--- src/rtl/approx_err_monitor.sv ---
// ---------------------------------------------------------------------------
// approx_err_monitor
//
// Measures the accuracy of an approximate adder over a run of n_samples
// operand pairs. Each accepted sample (in1, in2, approx_sum) is compared with
// the exact sum; the absolute error is accumulated into a sum (sae), a running
// maximum (max_err), a count of erroneous samples (err_cnt) and a sample
// count (sample_cnt).
//
// Pipeline: acceptance edge registers the sample, stage 1 registers the
// absolute error, stage 2 updates the accumulators. A sample accepted at
// edge t is reflected in the result outputs after edge t+2.
//
// Ports
//   clk, rst_n   : clock, asynchronous active-low reset
//   start        : begin a run (honoured in IDLE only); latches n_samples
//   abort        : end the run at once, drop in-flight samples, no done
//   n_samples    : number of samples in the run
//   in_valid     : sample present on in1/in2/approx_sum
//   in_ready     : block accepts a sample this cycle
//   in1, in2     : operands fed to the approximate adder
//   approx_sum   : approximate adder result (WIDTH+1 bits)
//   busy         : high while running or draining
//   done         : one-cycle pulse when results are final
//   sae          : sum of absolute errors
//   max_err      : largest absolute error
//   err_cnt      : number of samples with nonzero error
//   sample_cnt   : number of samples accumulated
// ---------------------------------------------------------------------------
module approx_err_monitor #(
    parameter int WIDTH = 16,
    parameter int CNT_W = 32
) (
    input  logic                   clk,
    input  logic                   rst_n,
    input  logic                   start,
    input  logic                   abort,
    input  logic [CNT_W-1:0]       n_samples,
    input  logic                   in_valid,
    output logic                   in_ready,
    input  logic [WIDTH-1:0]       in1,
    input  logic [WIDTH-1:0]       in2,
    input  logic [WIDTH:0]         approx_sum,
    output logic                   busy,
    output logic                   done,
    output logic [CNT_W+WIDTH:0]   sae,
    output logic [WIDTH:0]         max_err,
    output logic [CNT_W-1:0]       err_cnt,
    output logic [CNT_W-1:0]       sample_cnt
);

    typedef enum logic [1:0] {
        ST_IDLE  = 2'd0,
        ST_RUN   = 2'd1,
        ST_DRAIN = 2'd2,
        ST_DONE  = 2'd3
    } state_t;

    state_t               state_q,     state_d;
    logic [CNT_W-1:0]     n_q,         n_d;
    logic [CNT_W-1:0]     acc_q,       acc_d;        // samples accepted so far
    logic                 smp_valid_q, smp_valid_d;  // registered-sample stage
    logic [WIDTH-1:0]     in1_q,       in1_d;
    logic [WIDTH-1:0]     in2_q,       in2_d;
    logic [WIDTH:0]       approx_q,    approx_d;
    logic                 err_valid_q, err_valid_d;  // error stage
    logic [WIDTH:0]       err_q,       err_d;
    logic [CNT_W+WIDTH:0] sae_q,       sae_d;
    logic [WIDTH:0]       max_q,       max_d;
    logic [CNT_W-1:0]     errc_q,      errc_d;
    logic [CNT_W-1:0]     cnt_q,       cnt_d;

    logic                 accept;
    logic [WIDTH:0]       exact;

    assign in_ready = (state_q == ST_RUN) && (acc_q < n_q);
    assign busy     = (state_q == ST_RUN) || (state_q == ST_DRAIN);
    // abort in DONE returns to IDLE without ever showing the pulse.
    assign done     = (state_q == ST_DONE) && !abort;
    assign sae        = sae_q;
    assign max_err    = max_q;
    assign err_cnt    = errc_q;
    assign sample_cnt = cnt_q;

    // NOTE: every signal written here gets a default first, so no path leaves
    // it unassigned and no latch is inferred.
    always_comb begin
        state_d     = state_q;
        n_d         = n_q;
        acc_d       = acc_q;
        in1_d       = in1_q;
        in2_d       = in2_q;
        approx_d    = approx_q;
        sae_d       = sae_q;
        max_d       = max_q;
        errc_d      = errc_q;
        cnt_d       = cnt_q;

        // abort outranks acceptance.
        accept      = in_valid && in_ready && !abort;

        // Sample register.
        smp_valid_d = accept;
        if (accept) begin
            in1_d    = in1;
            in2_d    = in2;
            approx_d = approx_sum;
        end

        // Stage 1: absolute error against the zero-extended exact sum.
        exact       = {1'b0, in1_q} + {1'b0, in2_q};
        err_valid_d = smp_valid_q;
        err_d       = (approx_q >= exact) ? (approx_q - exact) : (exact - approx_q);

        // Stage 2: accumulate.
        if (err_valid_q) begin
            sae_d  = sae_q + {{CNT_W{1'b0}}, err_q};
            max_d  = (err_q > max_q) ? err_q : max_q;
            errc_d = errc_q + {{(CNT_W-1){1'b0}}, (err_q != '0)};
            cnt_d  = cnt_q + {{(CNT_W-1){1'b0}}, 1'b1};
        end

        unique case (state_q)
            ST_IDLE: begin
                // start wins over a simultaneous abort here.
                if (start) begin
                    n_d     = n_samples;
                    acc_d   = '0;
                    sae_d   = '0;
                    max_d   = '0;
                    errc_d  = '0;
                    cnt_d   = '0;
                    state_d = (n_samples != '0) ? ST_RUN : ST_DONE;
                end
            end
            ST_RUN: begin
                if (accept) begin
                    acc_d = acc_q + {{(CNT_W-1){1'b0}}, 1'b1};
                    if (acc_d == n_q) state_d = ST_DRAIN;
                end
            end
            ST_DRAIN: begin
                // Once the sample register is empty, the error stage drains
                // into the accumulators on this very edge.
                if (!smp_valid_q) state_d = ST_DONE;
            end
            ST_DONE: state_d = ST_IDLE;
            default: state_d = ST_IDLE;
        endcase

        if (abort && (state_q != ST_IDLE)) begin
            state_d     = ST_IDLE;
            smp_valid_d = 1'b0;
            err_valid_d = 1'b0;
            sae_d       = sae_q;
            max_d       = max_q;
            errc_d      = errc_q;
            cnt_d       = cnt_q;
        end
    end

    // NOTE: sequential state uses non-blocking assignments so every flop
    // samples pre-edge values, independent of statement order.
    always_ff @(posedge clk or negedge rst_n) begin
        if (!rst_n) begin
            state_q     <= ST_IDLE;
            n_q         <= '0;
            acc_q       <= '0;
            smp_valid_q <= 1'b0;
            err_valid_q <= 1'b0;
            sae_q       <= '0;
            max_q       <= '0;
            errc_q      <= '0;
            cnt_q       <= '0;
        end else begin
            state_q     <= state_d;
            n_q         <= n_d;
            acc_q       <= acc_d;
            smp_valid_q <= smp_valid_d;
            err_valid_q <= err_valid_d;
            sae_q       <= sae_d;
            max_q       <= max_d;
            errc_q      <= errc_d;
            cnt_q       <= cnt_d;
        end
    end

    // NOTE: datapath registers carry no reset; their contents are only used
    // when the matching valid bit, which is reset, is set.
    always_ff @(posedge clk) begin
        in1_q    <= in1_d;
        in2_q    <= in2_d;
        approx_q <= approx_d;
        err_q    <= err_d;
    end

endmodule

--- config.mk ---
export PLATFORM = sky130hd
export DESIGN_NAME = approx_err_monitor
export DESIGN_NICKNAME = d
export VERILOG_FILES = /design/src/rtl/approx_err_monitor.sv
export SDC_FILE = /design/constraint.sdc
export NUM_CORES = 1
export LEC_CHECK = 0
export CAP_MARGIN = 30
export CORE_MARGIN = 2
export CORE_UTILIZATION = 40
export DETAILED_ROUTE_END_ITERATION = 8
export HOLD_SLACK_MARGIN = 0.05
export PLACE_DENSITY_LB_ADDON = 0.15
export SYNTH_ARGS = -nofsm -noshare
export SYNTH_HDL_FRONTEND = slang
export SYNTH_SLANG_ARGS = --single-unit
--- constraint.sdc ---
create_clock -name clk -period 6.5 [get_ports clk]
set_input_delay 1.3 -clock clk [delete_from_list [all_inputs] [get_ports clk]]
set_output_delay 1.3 -clock clk [all_outputs]
set_load 0.05 [all_outputs]
* Yosys cells after proc, flatten, opt, wreduce, memory -nomap -nowiden
Cells that the tools add are included.
Storage, ports and cells: register bits after elaboration 264, input port bits 86, output and inout port bits 133, logic and storage cells 74
Cells by class: $add $sub $neg 7, magnitude comparators 3, eq/ne operators 10, multiplexer cells 26, reduce and logical (&&, ||, !) cells 15
Operator list (count):
- 32-bit 2-to-1 mux | 8
- 49-bit 2-to-1 mux | 3
- 17-bit 2-to-1 mux | 5
- 32-bit by 1-bit adder with 32-bit output, second input constant | 2
- 32-bit one-hot mux with 2 select lines | 1
- 49-bit by 17-bit adder with 49-bit output | 1
- 17-bit subtractor | 2
- 32-bit by 1-bit adder with 32-bit output | 1
- 32-bit == test | 1
- 32-bit < comparator | 1
- 32-bit nonzero test | 1
- 16-bit by 16-bit adder with 17-bit output | 1
- 17-bit >= comparator | 1
- 17-bit > comparator | 1
- 17-bit nonzero test | 1
- 2-bit 2-to-1 mux | 6
- 2-bit one-hot mux with 4 select lines | 1
- 3-bit by 2-bit inequality test with 1-bit output, second input constant | 2
- 1-bit logical AND | 5
- 2-bit == test, second input constant | 2
- 2-bit inequality test, second input constant | 2
- 4-bit AND reduction | 1
- 2-bit nonzero test | 2
- 3-bit by 1-bit inequality test with 1-bit output, second input constant | 1
- other kinds (8) | 9

* Longest topological paths before layout
Gate-level depths: netlist of the first run.
word-level depth 7, mapped depth 23, depth with buffers taken out 21

* Worst setup path after synthesis of the first run
OpenSTA, ideal clock, no wires.
path kind register to register, start register in1_q[0], end register err_q[12], setup time 0.128 ns, arrival time 4.536 ns, setup slack 1.835 ns, stages on the path, launching flop included 22, path through edfxtp_1 ha_1 fa_1 a21oi_1 nor2_1 nor2_1 o21bai_1 a21oi_1 o21bai_1 a211o_1 a41o_1 xor2_1 ha_1 and3_1 nand2_1 nor4_1 or4_1 o21a_1 buf_6 mux2_4 or3_1 xor2_1
Between the ends: cells in the longest elaborated chain, start to end 3, elaborated cells between the ends (all ways) 5, those cells by class add/sub (3); order compare (1); mux (1)
Ends and longest elaborated chain:
- from (decl) | line 63 | logic [WIDTH-1:0] in1_q, in1_d;
- from (signal assigned) | line 191 | in1_q <= in1_d;
- 16-bit by 16-bit adder with 17-bit output (*) | line 111 | exact = {1'b0, in1_q} + {1'b0, in2_q};
- 17-bit subtractor or 17-bit >= comparator (tied branches) | line 113 | err_d = (approx_q >= exact) ? (approx_q - exact) : (exact - approx_q);
- 17-bit 2-to-1 mux (*) | line 113
- via err_d[12] | line 67 | logic [WIDTH:0] err_q, err_d;
- to (signal assigned) | line 194 | err_q <= err_d;
- to (decl) | line 67
Mark *: on every way through the listed nets, which the timed path passes. The rest lies on a longest branch. A chain may end at the register's enable or synchronous reset.

* Worst setup path in the final report of the first run
start register in1_q[0], end register err_q[14]
Same word-level chain as after synthesis.

==> results.cfg, run 1 <==
[job]
cap_violations = 0

[sta]
setup_tns_ps = 0
fin_worst_skew_ps = 18.0
rsz0062_at_grt = false
tightest_slew_ps = 997
fmax_mhz = 187
slew_violations = 0
min_period_ps = 5350
timing.final.crit_share_pct = 82.3
hold_viol_final = 0
finalSetupViolations = 0
relSlewSlack_pct = 33.5

[global_route]
grt_max_degree = 126
grt_pass1_wl_mm = 68.8
antenna_found_initial = 0
grt_pass1_vias = 12800
groute.usage.overall_pct = 20.6
overflow = 0

[placed_design]
portBuffers = 218
dp.final_hpwl_mm = 31.6
globalplace.congestion = 0.868

[worst_setup_path]
path_class = reg2reg
arrival_ps = 5760
required_ps = 6910
cp_max_fo = 11
setup.worst_path.start_class = flop
cp-end-kind = flop

[synthesis]
async_flop_share_pct = 75.0
ys_ff_latch = 264
netlist_instances = 1718
syn_area_sq_mm = 0.0161
synth.area.top_cells = dfrtp_1, ha_1, edfxtp_1
synth-edff-count = 49
netlist.area_leader.share_pct = 30.9
syn_area_per_cell_sq_um = 9.34
synth_warnings = 0
synth_fp_nets = 1931
yosys.area.top_type = dfrtp_1
synth_cell_types = 72
ys.flop_type = dfrtp_1
yosysSeqAreaShare_pct = 42.2

[power_and_ir_drop]
swShare_pct = 40.8
power_density_mw_per_mm2 = 373
p_leak_nw = 8.54
power.share.combinational_pct = 43.2
internal_power_w = 0.00439
ir_worst_vdd_mv = 0.225
p_clk_share_pct = 25.6
p_sw_w = 0.00302
seq_power_share_pct = 31.2

[layout]
drive_gt1_share_pct = 4.89
fill_cells = 3714
post-route-util_pct = 50.1
antenna_cells = 0
multi_input_area_sq_mm = 0.00856
nets = 2132
areaGrowthSynthToFinish_pct = 23.8
regArea_sq_mm = 0.00677

[drt]
wl_per_cell_um = 17.3
wl_mm = 42.6
first_iter_violations = 662
vias = 13300
antenna_left = 0
viasPerCell = 5.37
route.detailed.drc = 0
drt_first_pass_iters = 5

[clock_tree]
cts-root-buf = clkbuf_16
cts_tree = built
numCtsBuffers = 34
clock-sinks = 264
holdBufCountCts = 0
postCtsResizedCells = 0
ctsLongestPathBuffers = 3
htreeDepth = 2
insertion_delay_ps = 550
post-cts-setup-buffer-count = 0
clk_transition_reported_paths_ps = 60

[floorplan]
ios = 219
core_area_sq_mm = 0.0396
initial_core_util_pct = 40.5
fp-row-count = 73
die_w_um = 204
die_h_um = 204
die-area_sq_mm = 0.0417

[run_status]
status = finished clean

[worst_hold_path]
hp-class = reg2reg
-- synth_stat cells (all sizes together) (9+ instances only) --
cell / instances
xnor2: 78
a31oi: 17
a211oi: 14
xor2: 72
and3: 31
clkbuf: 51
edfxtp: 49
nor4: 19
or3: 44
dfrtp: 198
o31ai: 13
nand2b: 10
nand4: 47
nor2: 122
and2: 13
o2111ai: 9
o21bai: 10
nor3: 29
a22o: 34
o21ai: 109
a21o: 30
nor2b: 20
buf: 13
ha: 123
dfxtp: 17
a21oi: 99
o21a: 11
nand2: 156
inv: 125
mux2i: 11
nand3: 51
a31o: 9
-- layout make-up --
type,instances,area share [%]
well taps,525,3.31
clock buffers,44,4.72
multi-input cells,1265,43.1
inverters,125,2.36
flip-flops and latches,264,34.0
repair buffers,229,11.6
clock inverters,16,0.938
-- cells by family (layout without fill, tap and decap cells) --
kind of cell | Yosys count | count (layout) | synth area share [%]
DFF | 264 | 264 | 42.2
muxes | 14 | 14 | 0.920
buffers and inverters | 189 | 414 | 4.55
AOI/OAI and AO/OA | 407 | 407 | 16.4
and+or+nand+nor | 567 | 567 | 17.7
adders and majority gates | 127 | 127 | 10.1
xor gates and xnor gates | 150 | 150 | 8.19
-- per-layer routing --
| layer | GRT usage, % | share of wire (%) | up-vias |
|---|---|---|---|
| met3 | 3.71 | 5.2 | 50 |
| met2 | 34.5 | 48 | 316 |
| met4 | 5.02 | 1.7 | 0 |
| met5 | 0 | 0 | - |
| li1 | - | - | 6526 |
| met1 | 27.5 | 45 | 6373 |
-- worst paths after layout --
| path | start | end | slack (ps) | depth (start not counted) |
|---|---|---|---|---|
| min in group asynchronous | rst_n | sae[44]$_DFFE_PN0N_ | 780 | 1 |
| min | smp_valid_q$_DFF_PN0_ | err_valid_q$_DFF_PN0_ | 490 | 1 |
| max | in1_q[0]$_DFFE_PN_ | err_q[14]$_DFF_P_ | 1150 | 21 |
| max reg2reg | in1_q[0]$_DFFE_PN_ | err_q[14]$_DFF_P_ | 1150 | 21 |
| min reg2reg | smp_valid_q$_DFF_PN0_ | err_valid_q$_DFF_PN0_ | 490 | 1 |
| max in group asynchronous | rst_n | n_q[22]$_DFFE_PN0P_ | 4580 | 2 |
-- layout by cell type, fill, tap and decap left out, types with 12 or more instances in the layout --
| master | instances |
|---|---|
| nand3_1 | 50 |
| and3_1 | 31 |
| a22o_1 | 34 |
| nand2_1 | 156 |
| clkdlybuf4s50_1 | 217 |
| nand4_1 | 47 |
| ha_1 | 123 |
| o21ai_0 | 107 |
| and2_1 | 12 |
| a21o_1 | 30 |
| nor3_1 | 28 |
| a211oi_1 | 14 |
| nor2b_1 | 20 |
| o31ai_1 | 13 |
| inv_1 | 124 |
| dfxtp_1 | 17 |
| nor2_1 | 122 |
| dfrtp_1 | 198 |
| edfxtp_1 | 49 |
| xnor2_1 | 78 |
| or3_1 | 44 |
| xor2_1 | 72 |
| nor4_1 | 16 |
| clkbuf_16 | 34 |
| a21oi_1 | 99 |
| a31oi_1 | 17 |
-- stage by stage --
| step | hold WS (ps) | area, sq um | worst slack [ps] | std cells | power (W) |
|---|---|---|---|---|---|
| detailed placement | 482 | 18700 | 1170 | 2406 | 0.00554 |
| global route | 507 | 19900 | 803 | 2468 | 0.00794 |
| finish | 495 | 19900 | 1150 | 2468 | 0.00742 |
| CTS | 495 | 19800 | 1140 | 2466 | 0.00749 |
| floorplan | 450 | 16100 | 1840 | 1718 | 0.00456 |
| global placement | 474 | 18700 | 1340 | 2405 | 0.00549 |
-- sequential cells by signal, indices dropped and copies added, names as in the netlist, 17 cells and up --
register,flops
acc_q,32
approx_q,17
err_cnt,32
err_q,17
max_err,17
n_q,32
sae,49
sample_cnt,32
-- power groups by stage --
stage | sequential, W | clock (W) | combinational [W]
2_1_floorplan | 0.00252 | 0 | 0.00204
3_3_place_gp | 0.00234 | 0 | 0.00315
3_5_place_dp | 0.00235 | 0 | 0.00319
4_1_cts | 0.00232 | 0.00196 | 0.00321
5_1_grt | 0.00235 | 0.00203 | 0.00356
6_report | 0.00231 | 0.00190 | 0.00320
-- critical path: stages (launching register included) --
cell      delay, ps
edfxtp_1        370
ha_1            230
fa_1            420
a21oi_1         160
nor2_1           60
nor2_1          150
o21bai_1         90
a21oi_1         230
o21bai_1        150
a211o_1         300
a41o_1          280
xor2_1          150
ha_1            390
and3_1          260
nand2_1          80
nor4_1          280
or4_1           170
o21a_1          400
inv_1           260
o311ai_0        430
o21ai_0         180
xor2_1          170
Note: power is estimated with default switching activity, not from simulation.
==> run 2: changes to the inputs <==
- clock period: 6.5 -> 4.7 ns (I/O delays scaled with it)
==> results.cfg, run 2 (synthesis results as in run 1) <==
[floorplan]
die_w_um = 204
die_h_um = 204
fp-row-count = 73
core_area_sq_mm = 0.0396
ios = 219
die-area_sq_mm = 0.0417
initial_core_util_pct = 40.5

[worst_hold_path]
hp-class = in2async

[sta]
relSlewSlack_pct = 35.6
min_period_ps = 4660
hold_viol_final = 0
fmax_mhz = 215
finalSetupViolations = 0
tightest_slew_ps = 966
rsz0062_at_grt = true
setup_tns_ps = 0
slew_violations = 0
timing.final.crit_share_pct = 99.1
fin_worst_skew_ps = 7.73

[drt]
viasPerCell = 5.38
antenna_left = 0
wl_mm = 43.9
drt_first_pass_iters = 7
route.detailed.drc = 0
vias = 13600
wl_per_cell_um = 17.4
first_iter_violations = 862

[global_route]
grt_max_degree = 113
overflow = 0
groute.usage.overall_pct = 20.6
grt_pass1_vias = 12900
grt_pass1_wl_mm = 69.1
antenna_found_initial = 0

[worst_setup_path]
arrival_ps = 5140
cp_max_fo = 8
cp-end-kind = flop
required_ps = 5180
setup.worst_path.start_class = flop
path_class = reg2reg

[layout]
nets = 2189
layout_commonest_cell = clkdlybuf4s50_1
drive_gt1_share_pct = 8.60
layout_common_cells = clkdlybuf4s50_1, dfrtp_1, nand2_1
antenna_cells = 0
largest_register_ffs = 49
areaGrowthSynthToFinish_pct = 27.1

[placed_design]
portBuffers = 218
globalplace.congestion = 0.885
dp.final_hpwl_mm = 32.3

[run_status]
status = finished clean

[clock_tree]
cts_tree = built
numCtsBuffers = 31
ctsLongestPathBuffers = 3
cts-root-buf = clkbuf_16
clock-sinks = 264
clk_transition_reported_paths_ps = 60
htreeDepth = 1
insertion_delay_ps = 590

[power_and_ir_drop]
power_density_mw_per_mm2 = 517
finalPower_w = 0.0105
ir_worst_vdd_mv = 0.355
p_leak_nw = 8.85

[job]
cap_violations = 0
==> run 2: layout make-up <==
type                    count  area, sq um
clock buffers              49          981
clock inverters             8         80.1
fillers                  3680        19200
inverters                 125          469
multi-input cells        1265         8690
flip-flops and latches    264         6770
well taps                 525          657
repair buffers            289         2760
==> run 2: critical path: stages (launching register included) <==
cell and delay (ps):
edfxtp_1 390, buf_4 160, fa_2 390, a21oi_2 130
nor2_1 50, nor2_1 120, buf_4 130, buf_4 90
buf_4 90, buf_4 90, buf_4 90, buf_4 90
xnor2_1 120, inv_1 70, ha_2 180, or3_4 390
or2_0 210, o221a_2 310, a31o_4 260, o21a_4 260
buf_6 130, o2111ai_4 180, a21oi_2 90, or3_4 380
xor2_1 160
==> run 2: power by group <==
group          total [W]  internal (W)  switching (W)
registers        0.00320       0.00276       0.000444
logic            0.00485       0.00201        0.00284
clock network    0.00248       0.00148        0.00100
==> run 2: final timing paths <==
path / end / slack (ps) / cells past startpoint / startpoint
min in group clk: err_valid_q$_DFF_PN0_ / 480 / 1 / smp_valid_q$_DFF_PN0_
max in group asynchronous: acc_q[1]$_DFFE_PN0P_ / 3210 / 3 / rst_n
worst min register to register: err_valid_q$_DFF_PN0_ / 480 / 1 / smp_valid_q$_DFF_PN0_
worst min-delay path: sae[42]$_DFFE_PN0N_ / 290 / 1 / rst_n
worst max-delay path: err_q[12]$_DFF_P_ / 40 / 24 / in1_q[1]$_DFFE_PN_
worst max register to register: err_q[12]$_DFF_P_ / 40 / 24 / in1_q[1]$_DFFE_PN_
==> run 2: through the flow <==
step	worst slack [ps]	cells	util [%]	cell area, sq um	hold slack, ps
after floorplan	35.3	1718	-	16100	450
after global placement	-174	2448	48.0	19000	469
after detailed placement	-202	2449	48.0	19000	474
after CTS	3.01	2513	50.9	20200	481
after global routing	-187	2525	51.5	20400	284
final	42.1	2525	51.5	20400	290
==> run 2: routing by layer <==
metal	wire length [um]	GRT usage [%]	up-vias
li1	-	-	6649
met1	19500	27.6	6504
met2	20800	34.4	354
met3	2480	3.64	80
met4	1150	5.43	0
met5	0	0	-
==> run 2: timing repair <==
item | in CTS | in global routing
pin swaps | 3 | 8
gates resized for setup | 12 | 22
buffers inserted | 7 | 9
hold buffers | 0 | 0
endpoints found under the setup margin | 9 | 12
endpoints found under the hold margin | 0 | 0
